===== src/rtl/dp_mem_responder.sv =====
// Responder for the datapath memory interface: arbitrates instruction fetches and
// data accesses onto a single-port word RAM, returning one-cycle ihit/dhit pulses.
module dp_mem_responder (
  input  logic        CLK,
  input  logic        nRST,
  input  logic        imemREN,
  input  logic [31:0] imemaddr,
  input  logic        dmemREN,
  input  logic        dmemWEN,
  input  logic [31:0] dmemaddr,
  input  logic [31:0] dmemstore,
  input  logic        halt,
  output logic        ihit,
  output logic        dhit,
  output logic [31:0] imemload,
  output logic [31:0] dmemload,
  output logic        ramREN,
  output logic        ramWEN,
  output logic [31:0] ramaddr,
  output logic [31:0] ramstore,
  input  logic [31:0] ramload,
  input  logic [1:0]  ramstate,
  output logic        flushed,
  output logic        ram_err,
  output logic [31:0] icount,
  output logic [31:0] dcount
);

  localparam int unsigned DW = 32;
  localparam int unsigned SW = 2;
  localparam logic [SW-1:0] RAM_ACCESS = SW'(2);
  localparam logic [SW-1:0] RAM_ERROR  = SW'(3);
  localparam logic [DW-1:0] WORD_MASK  = ~DW'(3);

  typedef enum logic [1:0] {IDLE, DACC, IACC, RESP} state_e;

  state_e          state_q, state_d;
  logic            ihit_q, ihit_d, dhit_q, dhit_d;
  logic [DW-1:0]   imemload_q, imemload_d, dmemload_q, dmemload_d;
  logic            ram_ren_q, ram_ren_d, ram_wen_q, ram_wen_d;
  logic [DW-1:0]   ramaddr_q, ramaddr_d, ramstore_q, ramstore_d;
  logic            flushed_q, flushed_d, ram_err_q, ram_err_d;
  logic            halted_q, halted_d;
  logic [DW-1:0]   icount_q, icount_d, dcount_q, dcount_d;
  logic            dreq;

  assign dreq = dmemREN | dmemWEN;

  // Next-state and registered-output logic
  always_comb begin
    state_d    = state_q;
    ihit_d     = 1'b0;
    dhit_d     = 1'b0;
    imemload_d = imemload_q;
    dmemload_d = dmemload_q;
    ram_ren_d  = ram_ren_q;
    ram_wen_d  = ram_wen_q;
    ramaddr_d  = ramaddr_q;
    ramstore_d = ramstore_q;
    ram_err_d  = ram_err_q;
    halted_d   = halted_q | halt;
    icount_d   = icount_q;
    dcount_d   = dcount_q;

    unique case (state_q)
      IDLE: begin
        // Data has priority; a simultaneous read+write is serviced as a write
        if (dreq) begin
          state_d    = DACC;
          ram_wen_d  = dmemWEN;
          ram_ren_d  = ~dmemWEN;
          ramaddr_d  = dmemaddr & WORD_MASK;
          ramstore_d = dmemstore;
        end else if (imemREN && !halted_d) begin
          state_d   = IACC;
          ram_ren_d = 1'b1;
          ram_wen_d = 1'b0;
          ramaddr_d = imemaddr & WORD_MASK;
        end
      end
      DACC, IACC: begin
        if (ramstate == RAM_ACCESS) begin
          state_d   = RESP;
          ram_ren_d = 1'b0;
          ram_wen_d = 1'b0;
          if (state_q == IACC) begin
            imemload_d = ramload;
            ihit_d     = 1'b1;
            icount_d   = icount_q + DW'(1);
          end else begin
            if (ram_ren_q) dmemload_d = ramload;
            dhit_d   = 1'b1;
            dcount_d = dcount_q + DW'(1);
          end
        end else if (ramstate == RAM_ERROR) begin
          ram_err_d = 1'b1;
        end
      end
      RESP: state_d = IDLE;
      default: state_d = IDLE;
    endcase

    flushed_d = halted_d && (state_d == IDLE) && !dreq;
  end

  always_ff @(posedge CLK or negedge nRST) begin
    if (!nRST) begin
      state_q    <= IDLE;
      ihit_q     <= 1'b0;
      dhit_q     <= 1'b0;
      imemload_q <= '0;
      dmemload_q <= '0;
      ram_ren_q  <= 1'b0;
      ram_wen_q  <= 1'b0;
      ramaddr_q  <= '0;
      ramstore_q <= '0;
      flushed_q  <= 1'b0;
      ram_err_q  <= 1'b0;
      halted_q   <= 1'b0;
      icount_q   <= '0;
      dcount_q   <= '0;
    end else begin
      state_q    <= state_d;
      ihit_q     <= ihit_d;
      dhit_q     <= dhit_d;
      imemload_q <= imemload_d;
      dmemload_q <= dmemload_d;
      ram_ren_q  <= ram_ren_d;
      ram_wen_q  <= ram_wen_d;
      ramaddr_q  <= ramaddr_d;
      ramstore_q <= ramstore_d;
      flushed_q  <= flushed_d;
      ram_err_q  <= ram_err_d;
      halted_q   <= halted_d;
      icount_q   <= icount_d;
      dcount_q   <= dcount_d;
    end
  end

  assign ihit     = ihit_q;
  assign dhit     = dhit_q;
  assign imemload = imemload_q;
  assign dmemload = dmemload_q;
  assign ramREN   = ram_ren_q;
  assign ramWEN   = ram_wen_q;
  assign ramaddr  = ramaddr_q;
  assign ramstore = ramstore_q;
  assign flushed  = flushed_q;
  assign ram_err  = ram_err_q;
  assign icount   = icount_q;
  assign dcount   = dcount_q;

endmodule


===== config.mk =====
export PLATFORM = sky130hd
export DESIGN_NAME = dp_mem_responder
export DESIGN_NICKNAME = d
export VERILOG_FILES = /design/src/rtl/dp_mem_responder.sv
export SDC_FILE = /design/constraint.sdc
export NUM_CORES = 1
export LEC_CHECK = 0
export ABC_AREA = 0
export CAP_MARGIN = 20
export CORE_AREA = 10 10 145 147
export CTS_BUF_LIST = sky130_fd_sc_hd__clkbuf_4 sky130_fd_sc_hd__clkbuf_8 sky130_fd_sc_hd__clkbuf_16
export DETAILED_ROUTE_END_ITERATION = 8
export DIE_AREA = 0 0 155 157
export GPL_TIMING_DRIVEN = 0
export HOLD_SLACK_MARGIN = 0.05
export PLACE_DENSITY = 0.93
export SYNTH_ARGS = -nofsm -noshare
export SYNTH_HDL_FRONTEND = slang
export SYNTH_SLANG_ARGS = --single-unit

===== constraint.sdc =====
create_clock -name CLK -period 3.3 [get_ports CLK]
set_input_delay 0.495 -clock CLK [delete_from_list [all_inputs] [get_ports CLK]]
set_output_delay 0.495 -clock CLK [all_outputs]
set_load 0.03 [all_outputs]

## Yosys cells after proc, flatten, opt, wreduce, memory -nomap -nowiden

Index checks and enable logic that the tools add are counted.

| word-level totals | value |
|---|---|
| bits in read-only memories | 0 |
| output and inout bits | 198 |
| register bits after elaboration | 201 |
| bits in latches | 0 |
| input port bits | 136 |
| memories kept | 0 |
| word-level logic and storage cells | 64 |
| RAM bits | 0 |

| cells by class | value |
|---|---|
| shifts and indexed selects | 0 |
| bitwise operators | 5 |
| $lt $le $gt $ge | 0 |
| multiplexer cells | 19 |
| reduce and logical (&&, ||, !) cells | 17 |
| divide/modulo/power cells | 0 |
| equal/unequal tests | 7 |
| $mul | 0 |
| $add $sub $neg | 2 |

Operators by type and width:

| kind | count |
|---|---|
| $add 32x1->32 const B | 2 |
| $mux 32 | 2 |
| $reduce_and 3->1 | 4 |
| $mux 1 | 11 |
| $eq 2x2->1 const B | 4 |
| $mux 2 | 3 |
| $pmux 2 s3 | 1 |
| $logic_not 2->1 | 2 |
| $pmux 1 s2 | 2 |
| $reduce_and 2->1 | 2 |
| $reduce_and 4->1 | 1 |
| $reduce_bool 2->1 | 2 |
| $logic_and 1x1->1 | 3 |
| $ne 3x3->1 const B | 1 |
| $not 1->1 | 3 |
| $eq 2x1->1 const B | 1 |
| $logic_not 1->1 | 2 |
| $ne 2x2->1 const B | 1 |
| $or 1x1->1 | 2 |
| $reduce_or 2->1 | 1 |

## Logic depth before layout (Yosys ltp)

| depth | value |
|---|---|
| depth after elaboration | 9 |
| mapped depth | 9 |
| mapped depth without buffers | 7 |

## Least setup slack after synthesis

No wires, ideal clock.

| timing path | value |
|---|---|
| kind | reg2reg |
| from | register state_q[0] |
| to | register dmemload_q[10] (netlist: dmemload[10]) |
| library setup time | 0.128 ns |
| period minus slack after synthesis | 2.068 ns |
| data arrival time | 1.940 ns |
| path buffers | 3 |
| stages on the path, launching flop included | 10 |
| setup slack | 1.232 ns |
| required time | 3.172 ns |
| cells stage by stage | dfrtp_1 > inv_1 > ha_1 > buf_2 > nand4bb_1 > buf_2 > inv_2 > nand2_1 > buf_2 > mux2_1 |

| between the ends | value |
|---|---|
| word-level cells in the longest chain between the ends | 3 |
| elaborated cells on any way between the ends | 5 |
| those cells by class | 2 x eq/ne; 1 x bitwise; 2 x reduce/logical |

RTL lines:

| item | RTL line | RTL |
|---|---|---|
| from (decl) | 37 | `state_e state_q, state_d;` |
| from (signal assigned) | 123 | `state_q <= state_d;` |
| $eq 2x2->1 / $eq 2x1->1 (equally long branches) | 65, 86 |  |
| $reduce_or 2->1 / $not 1->1 (equally long branches) | - |  |
| $reduce_and 4->1 (no line) * | - |  |
| to (signal assigned) | 127 | `dmemload_q <= dmemload_d;` |
| to (decl) | 39 | `logic [DW-1:0] imemload_q, imemload_d, dmemload_q, dmemload_d;` |

Every way passes the cells marked *; elsewhere a longest branch is shown, timed or not.
A chain may end at the register's enable or synchronous reset.

## Worst setup path in the final report

| timing path | value |
|---|---|
| from | register state_q[1] |
| to | register imemload_q[26] (netlist: imemload[26]) |

| between the ends | value |
|---|---|
| word-level cells in the longest chain between the ends | 3 |
| elaborated cells on any way between the ends | 4 |
| those cells by class | 2 x eq/ne; 2 x reduce/logical |

RTL lines:

| item | RTL line | RTL |
|---|---|---|
| $eq 2x2->1 / $eq 2x1->1 (equally long branches) | 65, 86 |  |
| $reduce_or 2->1 | 65 | `unique case (state_q)` |
| $reduce_and 3->1 (no line) * | - |  |
| to (signal assigned) | 126 | `imemload_q <= imemload_d;` |
| to (decl) | 39 |  |

Marks and branches as above.

==> impl_metrics.sql <==
INSERT INTO impl_metrics (metric_group, metric, value, unit) VALUES
('synthesis', 'synthesis.instances', '704', ''),
('clock_network', 'clock_tree_from_tritoncts', 'done', ''),
('layout', 'fin_nets', '1193', ''),
('place', 'numPlacedInstances', '1267', ''),
('route', 'postRouteAntennaNets', '0', ''),
('timing', 'final_max_slew_viol_count', '0', ''),
('synthesis', 'async_flop_share', '100', '%'),
('synthesis', 'synthDistinctLibCells', '43', ''),
('place', 'port-buffer-count', '326', ''),
('timing', 'final_hold_viols', '0', ''),
('global_routing', 'global_route.overflow_total', '0', ''),
('clock_network', 'root_buffer', 'sky130_fd_sc_hd__clkbuf_16', ''),
('job', 'max_cap_viol_count', '0', ''),
('route', 'post_drt_via_cell_ratio', '5.09', ''),
('critical_path', 'setup.worst_path.start_class', 'register', ''),
('clock_network', 'tritoncts_sinks', '199', ''),
('clock_network', 'cts_post_setup_buffers_inserted', '0', ''),
('die', 'die_w', '155', 'µm'),
('route', 'routed-wl-met2', '13.2', 'mm'),
('synthesis', 'synth_top_area_cell', 'sky130_fd_sc_hd__dfrtp_1', ''),
('critical_path', 'cp_data_required_time', '3.67', 'ns'),
('layout', 'areaGrowthSynthToFinish', '50.9', '%'),
('power', 'cell_internal_pwr', '6.35', 'mW'),
('route', 'route.detailed.wl_per_inst', '19.4', 'µm'),
('global_routing', 'grt_pass1_vias', '7174', ''),
('hold_path', 'hold_depth', '1', ''),
('timing', 'tightest_slew', '0.838', 'ns'),
('power', 'power_density', '850', 'nW/µm²'),
('synthesis', 'syn_area', '8330', 'µm²'),
('synthesis', 'synth.top_cells.by_area', 'sky130_fd_sc_hd__dfrtp_1 (60%), sky130_fd_sc_hd__mux2_1 (8.6%), sky130_fd_sc_hd__nand2_1 (7.0%), sky130_fd_sc_hd__xnor2_1 (4.0%), sky130_fd_sc_hd__mux2i_1 (3.7%)', ''),
('hold_path', 'hp-class', 'register to register', ''),
('hold_path', 'holdCritStartpoint', 'icount[31]$_DFFE_PN0P_', ''),
('global_routing', 'grt_max_degree', '75', ''),
('critical_path', 'path_max_fanout', '10', ''),
('synthesis', 'synth_edf_count', '0', ''),
('clock_network', 'cts_inserted_buffers', '17', ''),
('critical_path', 'worst-setup-path-type', 'register to register', ''),
('die', 'chipHeight', '157', 'µm'),
('synthesis', 'synthMostInstantiatedCell', 'sky130_fd_sc_hd__dfrtp_1', ''),
('critical_path', 'cp.arrival', '2.91', 'ns'),
('place', 'finalWeightedCongestion', '0.830', ''),
('critical_path', 'reg2reg_to', 'imemload[26]$_DFFE_PN0P_', ''),
('timing', 'count_of_final_setup_violators', '0', ''),
('clock_network', 'worst_skew_pair.late_latency', '0.43', 'ns'),
('power', 'power.sequential.fraction', '34.6', '%'),
('die', 'design.portCount', '334', ''),
('synthesis', 'synth-seq-area-share', '59.8', '%'),
('hold_path', 'worst_hold_path_endpoint', 'icount[31]$_DFFE_PN0P_', ''),
('timing', 'max_slew_margin', '43.7', '%'),
('timing', 'setup-tns-final', '0', 'ns'),
('power', 'power.combinational.fraction', '45.4', '%'),
('synthesis', 'synth_top_flop_cell', 'sky130_fd_sc_hd__dfrtp_1', ''),
('power', 'cellLeakagePower', '5.65', 'nW'),
('outcome', 'status', 'finished, final reports clean', ''),
('clock_network', 'max-clock-path-buffers', '2', ''),
('route', 'routed.top_layer', 'met4', ''),
('synthesis', 'synth-seq-cells', '199', ''),
('route', 'via_count', '6616', ''),
('route', 'dr.pass1.iters', '4', ''),
('power', 'reported_net_switching_power', '4.34', 'mW'),
('timing', 'fin_skew', '0.0111', 'ns'),
('timing', 'max_freq', '394', 'MHz'),
('critical_path', 'worst-r2r-setup-slack', '0.76', 'ns'),
('power', 'ir_drop', '0.597', 'mV'),
('route', 'route.final.wire_length', '25.3', 'mm'),
('die', 'dieArea', '24300', 'µm²'),
('route', 'drcViolationCount', '0', ''),
('critical_path', 'r2r_cells', '9', ''),
('place', 'pre_cts_slack', '0.462', 'ns'),
('global_routing', 'groute.usage.overall', '20.6', '%'),
('synthesis', 'postSynthAreaPerCell', '11.8', 'µm²');
==> power groups by stage <==
stage / sequential [mW] / combinational (mW) / clock, mW
floorplan: 5.26 / 1.04 / 0
detailed placement: 3.75 / 4.89 / 0
CTS: 3.70 / 4.91 / 2.19
global route: 3.80 / 5.13 / 2.30
finish: 3.69 / 4.85 / 2.14
global placement: 3.68 / 4.80 / 0
==> cells by family after synthesis <==
kind of cell	Yosys count	share of synthesized area, %
AND/OR/NAND/NOR	260	15.6
flip-flops	199	59.8
multiplexers	95	12.4
XOR/XNOR	62	6.52
buffers and inverters	42	2.25
AO/OA/AOI/OAI	41	2.85
adder cells (fa/ha/maj)	4	0.601
other	1	0.0450
==> stage by stage <==
| step | util, % | area (µm²) | power (mW) | hold slack (ns) |
|---|---|---|---|---|
| after global placement | 64.9 | 11900 | 8.48 | 0.452 |
| after detailed placement | 65.2 | 12000 | 8.64 | 0.462 |
| after CTS | 68.6 | 12600 | 10.8 | 0.480 |
| after global routing | 68.6 | 12600 | 11.2 | 0.495 |
| after floorplan | - | 8340 | 6.30 | 0.199 |
| final | 68.6 | 12600 | 10.7 | 0.475 |
==> worst max path at each step <==
stage                     slack [ns]                  endpoint  depth (start not counted)                  from
after detailed placement        0.46  imemload[26]$_DFFE_PN0P_                          7           ramstate[1]
after global placement         -6.49    ramaddr[2]$_DFFE_PN0P_                          1                  nRST
after CTS                       0.67  imemload[26]$_DFFE_PN0P_                          9  state_q[0]$_DFF_PN0_
after floorplan                 1.23  dmemload[10]$_DFFE_PN0P_                          9  state_q[0]$_DFF_PN0_
final                           0.76  imemload[26]$_DFFE_PN0P_                          9  state_q[1]$_DFF_PN0_
after global routing            0.49  imemload[26]$_DFFE_PN0P_                          9  state_q[0]$_DFF_PN0_
==> placed cells by master, fill, tap and decap left out, drive strengths merged, types with 6 or more instances in the layout <==
| master | count |
|---|---|
| mux2 | 64 |
| nor4 | 15 |
| nor2 | 9 |
| buf | 18 |
| and4 | 6 |
| and3 | 7 |
| nand3 | 19 |
| nand2 | 155 |
| xor2 | 24 |
| xnor2 | 38 |
| o21ai | 31 |
| clkbuf | 34 |
| nand4 | 22 |
| inv | 20 |
| mux2i | 31 |
| nor3 | 11 |
| clkdlybuf4s50 | 325 |
| dfrtp | 199 |
==> timing repair <==
item,CTS,global route
endpoints found under the hold margin,64,0
hold buffers,1,0
setup endpoints to repair,0,0
gates resized for setup,0,0
==> final cells by class <==
type                       instances  area, µm²
clock inverter                    14        174
sequential                       199       4980
tap                              234        293
inverter                          11       41.3
buffer                            31        146
fill                            1327       5760
multi-input combinational        464       3170
timing repair buffer             329       3330
clock buffer                      18        439
==> per-layer routing <==
metal  global-route usage [%]  vias to the layer above
met1                     23.0                     3262
met5                        0                        -
met2                     36.3                      215
li1                         -                     3106
met3                     6.80                       33
met4                     6.57                        0
==> critical path, stage by stage (launching register included) <==
cell                       delay, ns
sky130_fd_sc_hd__dfrtp_1        0.38
sky130_fd_sc_hd__inv_1          0.07
sky130_fd_sc_hd__ha_1           0.26
sky130_fd_sc_hd__buf_2          0.21
sky130_fd_sc_hd__nand4b_4       0.26
sky130_fd_sc_hd__inv_2          0.11
sky130_fd_sc_hd__clkbuf_1       0.47
sky130_fd_sc_hd__clkbuf_1       0.45
sky130_fd_sc_hd__nand2_1        0.18
sky130_fd_sc_hd__nand2_1        0.09
==> flip-flops by register name (all words and copies together) (netlist names) <==
signal and cells:
ramWEN 1, halted_q 1, dhit 1, ramstore 32, ramREN 1, flushed 1, icount 32, ram_err 1
dmemload 32, ramaddr 30, state_q 2, ihit 1, dcount 32, imemload 32
(Power assumes the default switching activity.)
